**src/rtl/imm_ext_pkg.sv**
```systemverilog
// Shared types for the immediate-extension pipeline: extension modes and
// the skid-buffer occupancy states.
package imm_ext_pkg;

  // Extension mode carried alongside each immediate
  typedef enum logic [1:0] {
    IMM_ZERO  = 2'b00,
    IMM_SIGN  = 2'b01,
    IMM_SHL2  = 2'b10,
    IMM_UPPER = 2'b11
  } imm_mode_e;

  // Number of results currently held by the skid buffer
  typedef enum logic [1:0] {
    SK_EMPTY = 2'b00,
    SK_ONE   = 2'b01,
    SK_TWO   = 2'b10
  } skid_state_e;

  // Branch offsets are word offsets, so SHL2 scales by four
  localparam int SHL_AMT = 2;

endpackage

```
**src/rtl/imm_ext_core.sv**
```systemverilog
// Combinational immediate extender: zero/sign extension, sign-extend and
// scale by four (with truncation detection), and upper placement.
module imm_ext_core
  import imm_ext_pkg::*;
#(
  parameter int IN_W  = 16,
  parameter int OUT_W = 32
) (
  input  logic [IN_W-1:0]  imm,
  input  imm_mode_e        mode,
  output logic [OUT_W-1:0] data,
  output logic             trunc
);

  localparam int PAD = OUT_W - IN_W;

  logic [OUT_W-1:0]         zeroExt;
  logic [OUT_W-1:0]         signExt;
  logic [OUT_W-1:0]         upperExt;
  logic [OUT_W+SHL_AMT-1:0] shlWide;

  // Build every extended form bit by bit so that PAD==0 needs no
  // zero-width replication.
  genvar gi;
  generate
    for (gi = 0; gi < OUT_W; gi++) begin : gBit
      if (gi < IN_W) begin : gLow
        assign zeroExt[gi] = imm[gi];
        assign signExt[gi] = imm[gi];
      end else begin : gHigh
        assign zeroExt[gi] = 1'b0;
        assign signExt[gi] = imm[IN_W-1];
      end
      if (gi >= PAD) begin : gUp
        assign upperExt[gi] = imm[gi-PAD];
      end else begin : gUpZero
        assign upperExt[gi] = 1'b0;
      end
    end
  endgenerate

  // Full-precision shifted value; the top two bits are the ones dropped
  assign shlWide = {signExt, {SHL_AMT{1'b0}}};

  // Select the result for the requested mode; only SHL2 can lose bits
  always_comb begin
    data  = '0;
    trunc = 1'b0;
    case (mode)
      IMM_ZERO:  data = zeroExt;
      IMM_SIGN:  data = signExt;
      IMM_SHL2: begin
        data  = shlWide[OUT_W-1:0];
        trunc = (shlWide[OUT_W+1] != shlWide[OUT_W-1]) ||
                (shlWide[OUT_W]   != shlWide[OUT_W-1]);
      end
      IMM_UPPER: data = upperExt;
    endcase
  end

endmodule

```
**src/rtl/imm_ext_pipe.sv**
```systemverilog
// Registered immediate extender for decode: extends on acceptance and
// holds up to two results in a skid buffer behind a valid/ready handshake.
module imm_ext_pipe
  import imm_ext_pkg::*;
#(
  parameter int IN_W  = 16,
  parameter int OUT_W = 32
) (
  input  logic             clk,
  input  logic             rst_n,
  input  logic             in_valid,
  output logic             in_ready,
  input  logic [IN_W-1:0]  in_imm,
  input  imm_mode_e        in_mode,
  output logic             out_valid,
  input  logic             out_ready,
  output logic [OUT_W-1:0] out_data,
  output logic             out_trunc
);

  // Each entry stores {trunc, data}
  localparam int ENT_W = OUT_W + 1;

  generate
    if (IN_W < 1 || IN_W > OUT_W) begin : gBadWidth
      $error("imm_ext_pipe: IN_W must be in 1..OUT_W");
    end
  endgenerate

  skid_state_e      stateReg;
  logic [ENT_W-1:0] headReg;
  logic [ENT_W-1:0] tailReg;
  logic             inReadyReg;
  logic             outValidReg;

  logic [OUT_W-1:0] extData;
  logic             extTrunc;
  logic [ENT_W-1:0] extEntry;
  logic             pushing;
  logic             popping;

  imm_ext_core #(
    .IN_W  (IN_W),
    .OUT_W (OUT_W)
  ) uCore (
    .imm   (in_imm),
    .mode  (in_mode),
    .data  (extData),
    .trunc (extTrunc)
  );

  assign extEntry = {extTrunc, extData};
  assign pushing  = in_valid && inReadyReg;
  assign popping  = outValidReg && out_ready;

  // Skid FSM: occupancy state, entry registers and registered handshake flags
  always_ff @(posedge clk or negedge rst_n) begin
    if (!rst_n) begin
      stateReg    <= SK_EMPTY;
      headReg     <= '0;
      tailReg     <= '0;
      inReadyReg  <= 1'b1;
      outValidReg <= 1'b0;
    end else begin
      case (stateReg)
        SK_EMPTY: begin
          if (pushing) begin
            headReg     <= extEntry;
            outValidReg <= 1'b1;
            stateReg    <= SK_ONE;
          end
        end
        SK_ONE: begin
          if (pushing && popping) begin
            headReg <= extEntry;
          end else if (pushing) begin
            tailReg    <= extEntry;
            inReadyReg <= 1'b0;
            stateReg   <= SK_TWO;
          end else if (popping) begin
            outValidReg <= 1'b0;
            stateReg    <= SK_EMPTY;
          end
        end
        SK_TWO: begin
          if (popping) begin
            headReg    <= tailReg;
            inReadyReg <= 1'b1;
            stateReg   <= SK_ONE;
          end
        end
        default: begin
          outValidReg <= 1'b0;
          inReadyReg  <= 1'b1;
          stateReg    <= SK_EMPTY;
        end
      endcase
    end
  end

  assign in_ready  = inReadyReg;
  assign out_valid = outValidReg;
  assign out_data  = headReg[OUT_W-1:0];
  assign out_trunc = headReg[OUT_W];

endmodule

```
**config.mk**
```make
export PLATFORM = sky130hd
export DESIGN_NAME = imm_ext_pipe
export DESIGN_NICKNAME = d
export VERILOG_FILES = /design/src/rtl/imm_ext_pkg.sv /design/src/rtl/imm_ext_core.sv /design/src/rtl/imm_ext_pipe.sv
export SDC_FILE = /design/constraint.sdc
export NUM_CORES = 1
export LEC_CHECK = 0
export ABC_AREA = 1
export CAP_MARGIN = 20
export CORE_MARGIN = 8
export CORE_UTILIZATION = 40
export CTS_BUF_LIST = sky130_fd_sc_hd__clkbuf_8
export CTS_CLUSTER_SIZE = 14
export DETAILED_ROUTE_END_ITERATION = 16
export HOLD_SLACK_MARGIN = 0.03
export PLACE_DENSITY_LB_ADDON = 0.15
export SETUP_SLACK_MARGIN = 0.1
export SLEW_MARGIN = 40
export SYNTH_ARGS = -nofsm -noshare
export SYNTH_HDL_FRONTEND = slang
export SYNTH_SLANG_ARGS = --single-unit
export TNS_END_PERCENT = 5
```
**constraint.sdc**
```tcl
create_clock -name clk -period 2.9 [get_ports clk]
set_input_delay 0.58 -clock clk [delete_from_list [all_inputs] [get_ports clk]]
set_output_delay 0.58 -clock clk [all_outputs]
set_load 0.01 [all_outputs]
```
==> results of run 1 <==
-- sequential cells by signal (all words and copies together), names as in the netlist --
signal / cells
headReg: 32
in_ready: 1
out_valid: 1
stateReg: 2
tailReg: 32
-- logic make-up (layout without fill, tap and decap cells) --
logic type	after synthesis	after routing	share of synthesized area
simple gates	371	371	0.425
compound gates	13	13	0.0200
flops	68	68	0.478
other cells	1	1	0.00105
buf+inv	46	95	0.0762
-- power groups by stage --
stage,sequential (mW),combinational [mW],clock [mW]
2_1_floorplan,0.966,0.0601,0
3_3_place_gp,0.966,0.131,0
3_5_place_dp,0.966,0.132,0
4_1_cts,0.948,0.133,0.821
5_1_grt,0.947,0.148,0.870
6_report,0.948,0.132,0.801
-- metal layers --
layer  share of wire  routed length [um]
met5               0                   0
met4           0.031                 279
met2            0.44                4040
met3           0.050                 450
met1            0.47                4310
-- layout make-up --
cell class,instances,area share
Clock buffer,11,0.0351
Clock inverter,5,0.0119
Inverter,14,0.0131
Multi-Input combinational cell,385,0.369
Sequential cell,68,0.395
Tap cell,108,0.0313
Timing Repair Buffer,65,0.145
-- per-stage QoR --
stage / area, um2 / power, mW / hold WS, ns
global route: 4310 / 1.96 / 0.386
detailed placement: 4110 / 1.10 / 0.459
global placement: 4110 / 1.10 / 0.454
finish: 4310 / 1.88 / 0.334
floorplan: 3560 / 1.03 / 0.284
CTS: 4310 / 1.90 / 0.349
-- Yosys cell counts --
library cell  number  area [um2]
nor2_1            35         131
inv_1              8        30.0
buf_6              9         101
nand4_1           15        93.8
o21ai_2            1        8.76
dfrtp_1           67        1680
conb_1             1        3.75
o21ai_0            7        35.0
nor3_4             1        16.3
o21ai_1            4        20.0
clkbuf_1           5        18.8
clkinv_2           1        5.00
inv_2              4        15.0
inv_4              1        6.26
nand3_2            1        10.0
a21boi_0           1        7.51
dfstp_2            1        26.3
nand2_2            2        12.5
buf_2             16        80.1
buf_4              2        15.0
nand3_1           49         245
nand2_1          268        1010
-- final timing paths --
kind                               endpoint  depth (start not counted)  slack, ns         from
worst max-delay path               in_ready                          1       0.88     in_ready
worst min-delay path              out_valid                          2       0.33        rst_n
worst max register to register   headReg[0]                          8       1.20  stateReg[0]
worst min register to register   tailReg[8]                          2       0.47   tailReg[8]
max in group asynchronous       tailReg[17]                          2       2.14        rst_n
min in group clk                 tailReg[8]                          2       0.47   tailReg[8]
==> qor.tcl, run 1 <==
set qor(met2_usage) 0.225
set qor(postSynthAreaPerCell_um2) 7.14
set qor(die_w_um) 110
set qor(crit_fanout) 4
set qor(drv_cap) 0
set qor(seq_area_um2) 1700
set qor(share_seq_of_total_power) 0.504
set qor(power.density_nw_per_um2) 436
set qor(internal_power_mw) 1.43
set qor(syn_area_um2) 3560
set qor(antenna_cells_inserted) 0
set qor(netsw_mw) 0.447
set qor(clock-root-buffer) {clkbuf_8}
set qor(maxSlewViolCount) 0
set qor(fin_setup_tns_ns) 0
set qor(netSwitchingFraction) 0.238
set qor(clkPwrFrac) 0.426
set qor(relSlewSlack) 0.584
set qor(layout-area-overhead-vs-synth_pct) 21.0
set qor(clk-insertion-delay-late_ns) 0.34
set qor(critical_path_required_ns) 2.32
set qor(max_slew.worst_pin.slew_ns) 0.624
set qor(peak_clock_frequency_supported_by_timing_mhz) 496
set qor(floorplan.die_area_um2) 12200
set qor(place_inst) 640
set qor(synth_seq_area_share) 0.478
set qor(finalNetCount) 565
set qor(pwr-share-comb) 0.070
set qor(average_wire_per_standard_cell_um) 13.8
set qor(gr-usage-all-layers) 0.151
set qor(met1_usage) 0.195
set qor(finalHoldViolCount) 0
set qor(ir_drop_uv) 279
set qor(crit_buf_inv) 1
set qor(crit_chain) {clkdlybuf4s50_1}
set qor(grt_use_met3) 0.0417
set qor(grt_max_degree) 69
set qor(grt_first_pass_wirelength_um) 15500
set qor(cell_with_the_largest_stage_delay_on_the_worst_path) {dfstp_2}
set qor(synth_seq_cells) 68
set qor(final.fill_count) 907
set qor(cts.reportedPaths.clkPinSlew_ns) 0.07
set qor(vias) 3203
set qor(outcome) {completed}
set qor(number_of_buffers_inserted_during_clock_tree_synthesis) 9
set qor(hold_path_class) {in -> async}
set qor(drt_first_iter_violations) 209
set qor(syn_warnings) 0
set qor(worstSetupStartpointType) {register}
set qor(die_h_um) 110
set qor(syn_nets) 521
set qor(finalWorstSetupSlack_ns) 0.884
set qor(placementRows) 34
set qor(fin_util) 0.497
set qor(layout.cells.most_common_list) {nand2_1 (268), dfrtp_1 (67), clkdlybuf4s50_1 (54)}
set qor(place_worst_setup_slack_ns) 0.643
set qor(syn-instance-count) 499
set qor(tritoncts_clock_tree) {yes}
set qor(viasPerCell) 4.88
set qor(drt_drc_violations_left) 0
set qor(finClkSkew_ns) 0.00785
set qor(clk_path_buf_depth) 2
set qor(cpLargestDelayFamily) {flip-flops}
set qor(num_io_pins) 57
set qor(critical-path-max-stage-delay_ns) 0.56
set qor(number_of_global_route_vias_before_repair) 3187
set qor(p_leak_nw) 2.14
set qor(post-cts-setup-buffer-count) 0
set qor(layoutNonFillerInstCount) 656
set qor(overflow) 0
set qor(timing.critical_path.to_type) {output pin}
set qor(grt_max_usage_layer) {met2}
set qor(drtAntennaViolNets) 0
set qor(worstSetupPathType) {reg -> out}
set qor(number_of_antenna_violations_at_the_first_check_in_global_routing) 0
set qor(initial_utilization) 0.411
set qor(firstDrtPassIters) 5
set qor(route.final.wire_length_um) 9080
set qor(design.core.area_um2) 8680
set qor(min_period_over_period) 0.695
set qor(number_of_failing_setup_endpoints_in_the_final_timing_report) 0
set qor(final_critical_period_ns) 2.02
set qor(htree_levels) 3
set qor(tritoncts_num_sinks) 68
set qor(most_common_library_cell_in_the_layout_ignoring_fill_and_taps) {nand2_1}
set qor(io_buffer_count) 55
set qor(cp_data_arrival_time_ns) 1.44
set qor(cts.repair.resized) 0
set qor(multi_input_area_um2) 1590
set qor(synthDistinctLibCells) 22
set qor(post_route_cells_drive_above_1_share) 0.0693
set qor(grt_setup_unrepaired) {no}
set qor(ctsHoldBuffers) 0
set qor(dp_hpwl_um) 6120
set qor(gpl.final_weighted_congestion) 0.904
No activity file was read; power rests on OpenSTA's default activity.
==> run 2, diff against run 1 <==
==> constraint.sdc (replaced) <==
create_clock -name clk -period 1.8 [get_ports clk]
set_input_delay 0.36 -clock clk [delete_from_list [all_inputs] [get_ports clk]]
set_output_delay 0.36 -clock clk [all_outputs]
set_load 0.01 [all_outputs]
==> run 2 against run 1 <==
Against the previous run:
- the run now ends with hold timing left
- power is 72% higher
- register-to-register slack worse by 0.85 ns
- critical endpoint is now out_valid
- global-route usage is 0.056 points lower
- count of clock-buffer cells in the layout is 2 lower
- sequential power is 61% higher
- clock skew is 0.0029 ns higher
- largest power group unchanged
- worst setup slack worse by 0.73 ns
==> qor.tcl, run 2 (same netlist as run 1, synthesis figures left out) <==
set qor(critical_path_required_ns) 1.44
set qor(antenna_cells_inserted) 0
set qor(peak_clock_frequency_supported_by_timing_mhz) 609
set qor(crit_buf_inv) 1
set qor(clk-insertion-delay-late_ns) 0.35
set qor(firstDrtPassIters) 4
set qor(cpLargestDelayFamily) {buffers and inverters}
set qor(ctsHoldBuffers) 0
set qor(seq_area_um2) 1700
set qor(number_of_buffers_inserted_during_clock_tree_synthesis) 9
set qor(final_cell_area_um2) 4450
set qor(failing_checks) {hold timing}
set qor(tritoncts_clock_tree) {yes}
set qor(worstSetupStartpointType) {register}
set qor(overflow) 0
set qor(layout-area-overhead-vs-synth_pct) 24.8
set qor(post_route_cells_drive_above_1_share) 0.0842
set qor(number_of_failing_setup_endpoints_in_the_final_timing_report) 0
set qor(placement.cell_area_um2) 4220
set qor(average_wire_per_standard_cell_um) 13.5
set qor(clock-root-buffer) {clkbuf_8}
set qor(die_w_um) 110
set qor(design.core.area_um2) 8680
set qor(finClkSkew_ns) 0.0107
set qor(multi_input_area_um2) 1590
set qor(dp_hpwl_um) 6280
set qor(drtAntennaViolNets) 0
set qor(worstSetupPathType) {reg -> out}
set qor(gr-usage-all-layers) 0.151
set qor(layoutNonFillerInstCount) 666
set qor(placementRows) 34
set qor(grt_max_degree) 69
set qor(num_io_pins) 57
set qor(grt_first_pass_wirelength_um) 15300
set qor(min_period_over_period) 0.912
set qor(fin_setup_tns_ns) 0
set qor(crit_chain) {clkdlybuf4s50_1}
set qor(gpl.final_weighted_congestion) 0.869
set qor(power.density_nw_per_um2) 729
set qor(finalNetCount) 575
set qor(timing.critical_path.to_type) {output pin}
set qor(p_leak_nw) 2.23
set qor(p_total_mw) 3.24
set qor(cts.reportedPaths.clkPinSlew_ns) 0.07
set qor(ir_drop_uv) 381
set qor(place_worst_setup_slack_ns) 0.0357
set qor(outcome) {complete, but fails checks}
set qor(finalHoldViolCount) 2
set qor(cp_data_arrival_time_ns) 1.28
set qor(final_critical_period_ns) 1.64
set qor(number_of_global_route_vias_before_repair) 3076
set qor(hold_path_class) {in -> async}
set qor(vias) 3216
set qor(viasPerCell) 4.83
set qor(die_h_um) 110
set qor(clk_path_buf_depth) 2
set qor(drt_drc_violations_left) 0
set qor(fin_util) 0.513
set qor(initial_utilization) 0.411
set qor(finalHoldWorstSlack_ns) -0.00300
set qor(floorplan.die_area_um2) 12200
set qor(number_of_antenna_violations_at_the_first_check_in_global_routing) 0
set qor(cell_with_the_largest_stage_delay_on_the_worst_path) {clkdlybuf4s50_1}
set qor(htree_levels) 3
set qor(crit_fanout) 4
set qor(drt_first_iter_violations) 134
set qor(most_common_library_cell_in_the_layout_ignoring_fill_and_taps) {nand2_1}
set qor(drv_cap) 0
set qor(io_buffer_count) 55
set qor(tritoncts_num_sinks) 68
set qor(layout.cells.most_common_list) {nand2_1 (268), dfrtp_1 (67), clkdlybuf4s50_1 (53)}
set qor(place_inst) 650
set qor(finalWorstSetupSlack_ns) 0.158
set qor(route.final.wire_length_um) 8990
set qor(maxSlewViolCount) 0
set qor(critical-path-max-stage-delay_ns) 0.55
set qor(biggestRegsByFlops) {headReg x32, tailReg x32, stateReg x2}
set qor(grt_setup_unrepaired) {no}
set qor(final.fill_count) 888
run 2: cell count changes in the layout (fill, tap and decap cells not counted), sizes merged:
cell	previous run	this run
clkdlybuf4s50	54	53
dlygate4sd2	0	1
clkbuf	11	9
buf	11	21
inv	14	15
bufinv	1	3
clkinvlp	1	0
run 2: layout make-up:
cell class / instances / share of cell area
clock inverters: 7 / 0.0242
flip-flops and latches: 68 / 0.383
inverters: 14 / 0.0127
clock buffers: 9 / 0.0278
repair buffers: 75 / 0.165
well taps: 108 / 0.0304
multi-input cells: 385 / 0.358
run 2: worst paths after layout:
| path | cells after the start | slack, ns | startpoint | to |
|---|---|---|---|---|
| max in group asynchronous | 2 | 1.42 | rst_n | in_ready |
| setup reg to reg | 5 | 0.35 | in_ready | tailReg[23] |
| setup / recovery | 1 | 0.16 | out_valid | out_valid |
| hold reg to reg | 2 | 0.47 | tailReg[17] | tailReg[17] |
| hold / removal | 2 | -0.003 | rst_n | out_valid |
| min in group clk | 2 | 0.47 | tailReg[17] | tailReg[17] |
run 2: report_power, final:
part,switching (mW),internal (mW),leakage [nW]
clock network,0.583,0.906,0.126
registers,0,1.53,0.759
logic,0.137,0.0897,1.34
run 2: metal layers:
metal,part of all wire,global-route usage,vias up
met1,0.48,0.195,1475
met5,0,0,-
met3,0.051,0.0368,12
li1,-,-,1663
met2,0.46,0.233,66
met4,0.015,0.0658,0
run 2: timing repair:
| item | CTS | global route |
|---|---|---|
| endpoints found under the hold margin | 0 | 0 |
| gates resized for setup | 1 | 0 |
| setup buffers | 0 | 0 |
| endpoints found under the setup margin | 1 | 0 |
